$ cat src/rtl/piso_pkg.sv
// Shared types and defaults for the PISO serial transmitter.
package piso_pkg;

  typedef enum logic {IDLE, SHIFT} piso_state_t;

  localparam int PISO_DEFAULT_WIDTH = 8;

endpackage

$ cat src/rtl/piso_bit_counter.sv
// Bit-position counter for the PISO transmitter; flags the final bit of a word.
module piso_bit_counter #(
  parameter int N = 8
) (
  input  logic clk,
  input  logic rst,
  input  logic clr,
  input  logic en,
  output logic last
);

  localparam int CW = $clog2(N + 1);
  localparam logic [CW-1:0] LAST_CNT = CW'(N - 1);

  logic [CW-1:0] count_q;
  logic [CW-1:0] count_d;

  // Clear wins over enable so a word accepted in its predecessor's final cycle restarts at 0.
  always_comb begin
    count_d = count_q;
    if (clr) begin
      count_d = '0;
    end else if (en) begin
      count_d = count_q + 1'b1;
    end
  end

  always_ff @(posedge clk) begin
    if (rst) begin
      count_q <= '0;
    end else begin
      count_q <= count_d;
    end
  end

  assign last = (count_q == LAST_CNT);

endmodule

$ cat src/rtl/piso_serializer_tx.sv
// Parallel-in/serial-out transmitter with gapless back-to-back words.
// Optional even-parity trailer bit enabled by defining PISO_PARITY_EN.
module piso_serializer_tx
  import piso_pkg::*;
#(
  parameter int WIDTH     = PISO_DEFAULT_WIDTH,
  parameter bit MSB_FIRST = 1'b1
) (
  input  logic             clk,
  input  logic             rst,
  input  logic [WIDTH-1:0] pIn,
  input  logic             load,
  output logic             ready,
  output logic             sOut,
  output logic             sValid,
  output logic             done
);

`ifdef PISO_PARITY_EN
  localparam int N = WIDTH + 1;
`else
  localparam int N = WIDTH;
`endif

  piso_state_t      state_q;
  piso_state_t      state_d;
  logic [WIDTH-1:0] shreg_q;
  logic [WIDTH-1:0] shreg_d;
  logic [WIDTH-1:0] shifted;
  logic             in_shift;
  logic             last;
  logic             load_acc;
  logic             data_bit;

  assign in_shift = (state_q == SHIFT);
  assign load_acc = load & ready;
  assign shifted  = MSB_FIRST ? {shreg_q[WIDTH-2:0], 1'b0} : {1'b0, shreg_q[WIDTH-1:1]};
  assign data_bit = MSB_FIRST ? shreg_q[WIDTH-1] : shreg_q[0];

  always_comb begin
    state_d = state_q;
    shreg_d = shreg_q;
    if (in_shift) begin
      shreg_d = shifted;
    end
    if (load_acc) begin
      state_d = SHIFT;
      shreg_d = pIn;
    end else if (in_shift && last) begin
      state_d = IDLE;
    end
  end

`ifdef PISO_PARITY_EN
  logic parity_q;
  logic parity_d;

  assign parity_d = load_acc ? ^pIn : parity_q;
`endif

  always_ff @(posedge clk) begin
    if (rst) begin
      state_q  <= IDLE;
      shreg_q  <= '0;
`ifdef PISO_PARITY_EN
      parity_q <= 1'b0;
`endif
    end else begin
      state_q  <= state_d;
      shreg_q  <= shreg_d;
`ifdef PISO_PARITY_EN
      parity_q <= parity_d;
`endif
    end
  end

  piso_bit_counter #(
    .N(N)
  ) u_bit_counter (
    .clk  (clk),
    .rst  (rst),
    .clr  (load_acc),
    .en   (in_shift),
    .last (last)
  );

  // The parity trailer occupies the final slot, so it is selected by the same last flag as done.
`ifdef PISO_PARITY_EN
  assign sOut = in_shift & (last ? parity_q : data_bit);
`else
  assign sOut = in_shift & data_bit;
`endif

  assign sValid = in_shift;
  assign done   = in_shift & last;
  assign ready  = ~in_shift | last;

endmodule
$ cat config.mk
export PLATFORM = sky130hd
export DESIGN_NAME = piso_serializer_tx
export DESIGN_NICKNAME = d
export VERILOG_FILES = /design/src/rtl/piso_pkg.sv /design/src/rtl/piso_bit_counter.sv /design/src/rtl/piso_serializer_tx.sv
export SDC_FILE = /design/constraint.sdc
export NUM_CORES = 1
export LEC_CHECK = 0
export ABC_CLOCK_PERIOD_IN_PS = 2500
export CORE_MARGIN = 2
export CORE_UTILIZATION = 47
export DETAILED_ROUTE_END_ITERATION = 12
export PLACE_DENSITY = 0.75
export RECOVER_POWER = 50
export SLEW_MARGIN = 20
export SYNTH_ARGS = -nofsm -noshare
export SYNTH_HDL_FRONTEND = slang
export SYNTH_HIERARCHICAL = 1
export SYNTH_SLANG_ARGS = --single-unit
$ cat constraint.sdc
create_clock -name clk -period 2.5 [get_ports clk]
set_clock_uncertainty 0.15 [all_clocks]
set_input_delay 0.25 -clock clk [delete_from_list [all_inputs] [get_ports clk]]
set_output_delay 0.25 -clock clk [all_outputs]
set_load 0.005 [all_outputs]
==> out/results.tsv <==
metric	value	unit
final.setup.tns	0	ns
dp.cells	97	
finalMaxSlewViolations	0	
hold_class	input pin to register	
totalWireLength	1300	µm
syn2layout_area_growth	24.0	%
drc	0	
worst_pin_slew	0.521	ns
synth_area_per_cell	9.32	µm²
dpl.hpwl	931	µm
crit_fanout	10	
die_y	41.5	µm
coreArea	0.00130	mm²
ant_nets	0	
final_cell_count_no_fill	101	
synth_top_area_share	39.3	%
slew_headroom	65.3	%
yosys.area.top_type	dfxtp_1	
cp_data_arrival_time	1.84	ns
fin_ws	0.260	ns
start_util	50.9	%
start_kind	register	
clockBufferDepth	2	
synth-edff-count	0	
place_ws	0.444	ns
synthMuxAreaShare	4.73	%
vias	534	
slowest_delay	0.53	ns
synth-xor-area-share	1.32	%
setup_viol	0	
cap_violations	0	
fillers	109	
cts_buffers	3	
grt_pass1_wl	2390	µm
diodes	0	
die_area	0.00172	mm²
antenna_found_initial	0	
critPathKind	register to output pin	
synth_top_family_by_area	compound AO/OA/AOI/OAI gates	
drtPass1Iterations	4	
die_w	41.5	µm
period_minus_slack	2.24	ns
yosys.area_share.adder	1.89	%
gp_congestion	0.763	
grt_max_degree	16	
synth_compound_area_share	22.1	%
final_nets	99	
required	2.10	ns
io_pins	15	
vias_per_cell	5.29	
regArea	260	µm²
status	finished clean	
yosysMostFrequentCell	dfxtp_1	
htreeDepth	1	
grt_pass1_vias	539	
leakagePower	0.350	nW
numClockSinks	13	
synth_warnings	6	
port_buffers	14	
path_clk_slew	0.08	ns
synthCells	71	
synthTopCellsByArea	dfxtp_1, a221oi_1, and2b_1	
rows	13	
hold_viol	0	
crit_chain	ha_1 > nand2_1 > nor2_1 > nand2b_2 > clkdlybuf4s50_1	
tritoncts	built	
drive_gt1_share	9.30	%
fin_crit_sh	89.6	%
wl_per_cell	12.8	µm
end_kind	output pin	
holdWs	0.361	ns
cp_slowest_cell	clkdlybuf4s50_1	
clkLatencyLatePin	0.28	ns
max_freq	446	MHz
initialDrtViolationCount	6	
ys_ff_latch	13	
yosysUniqueCellTypes	27	
rsz0062_at_grt	no	
overflow	0	
total_power	440	µW
vdd_ir_drop_max	0.349	mV
clockRootBuffer	clkbuf_4	
multiInputGateArea	330	µm²
synthTopCellsByCount	dfxtp_1, inv_1, a221oi_1, and2b_1, a211oi_1	
synth_top_flop_cell	dfxtp_1	
synthArstFlopShare	0	%
synth_nets	83	
cts_setup_buffers	0	
synth-simple-area-share	20.6	%
syn-cell-area	662	µm²
power_density	536	mW/mm²
seq_area_frac_synth	39.3	%
grt_use_total	18.5	%
==> placed cells by master (no fill, tap or decap), drive strengths merged <==
cell type	instances
ha	1
dfxtp	13
nand4	1
a211oi	7
a221oi	7
nand2	1
mux2i	2
clkbuf	4
nand3b	1
nor2	4
nand3	1
inv	8
xnor2	1
nor3	1
o21a	1
mux2	1
nor3b	1
and2	3
nand2b	1
a21bo	1
or2	1
clkdlybuf4s50	14
and2b	7
a21oi	2
buf	2
==> cells by family after synthesis <==
| logic type | after synthesis |
|---|---|
| and+or+nand+nor | 22 |
| AOI/OAI and AO/OA | 18 |
| buffers and inverters | 13 |
| DFF | 13 |
| muxes | 3 |
| xor gates and xnor gates | 1 |
| adders and majority gates | 1 |
==> critical path, delay by kind of cell (launching register included) <==
family	cells	cell delay, ns
adders and majority gates	1	0.21
buffers and inverters	1	0.53
DFF	1	0.38
and+or+nand+nor	3	0.43
==> where the power goes <==
group	internal, mW	switching [mW]
Sequential	0.220	0.0105
Clock	0.0620	0.0717
Combinational	0.0442	0.0312
Total	0.326	0.113
==> stage by stage <==
step | instance area (µm²) | util (%)
floorplan | 662 | -
detailed placement | 800 | 61.4
CTS | 826 | 63.5
finish | 821 | 63.1
global route | 821 | 63.1
global placement | 800 | 61.4
==> metal layers <==
layer	vias up	GRT usage, %	routed length (µm)
li1	280	-	-
met1	237	24.3	608
met2	13	26.9	608
met3	4	3.48	53
met4	0	13.5	25
met5	-	0	0
==> flip-flops by register name, indices dropped and copies added (netlist names) <==
| signal | count |
|---|---|
| shreg_q | 8 |
| u_bit_counter/count_q | 4 |
| sValid | 1 |
==> layout make-up <==
cell class,count,share of cell area [%]
clock buffers,4,3.20
inverters,8,3.66
multi-input cells,45,40.2
flip-flops and latches,13,31.7
well taps,15,2.29
repair buffers,16,18.9
==> timing repair <==
| action | CTS | global route |
|---|---|---|
| gates resized for setup | 0 | 1 |
| setup endpoints to repair | 0 | 1 |
| hold buffers | 0 | 0 |
| endpoints found under the hold margin | 0 | 0 |
==> final timing paths <==
| kind | start | endpoint | slack [ns] | cells past startpoint |
|---|---|---|---|---|
| worst max-delay path | u_bit_counter/count_q[0] | ready | 0.26 | 5 |
| worst min-delay path | pIn[7] | shreg_q[7] | 0.36 | 3 |
| worst min register to register | u_bit_counter/count_q[1] | u_bit_counter/count_q[1] | 0.41 | 2 |
| worst max register to register | u_bit_counter/count_q[0] | u_bit_counter/count_q[3] | 0.32 | 7 |
No activity file was read; power rests on OpenSTA's default activity.
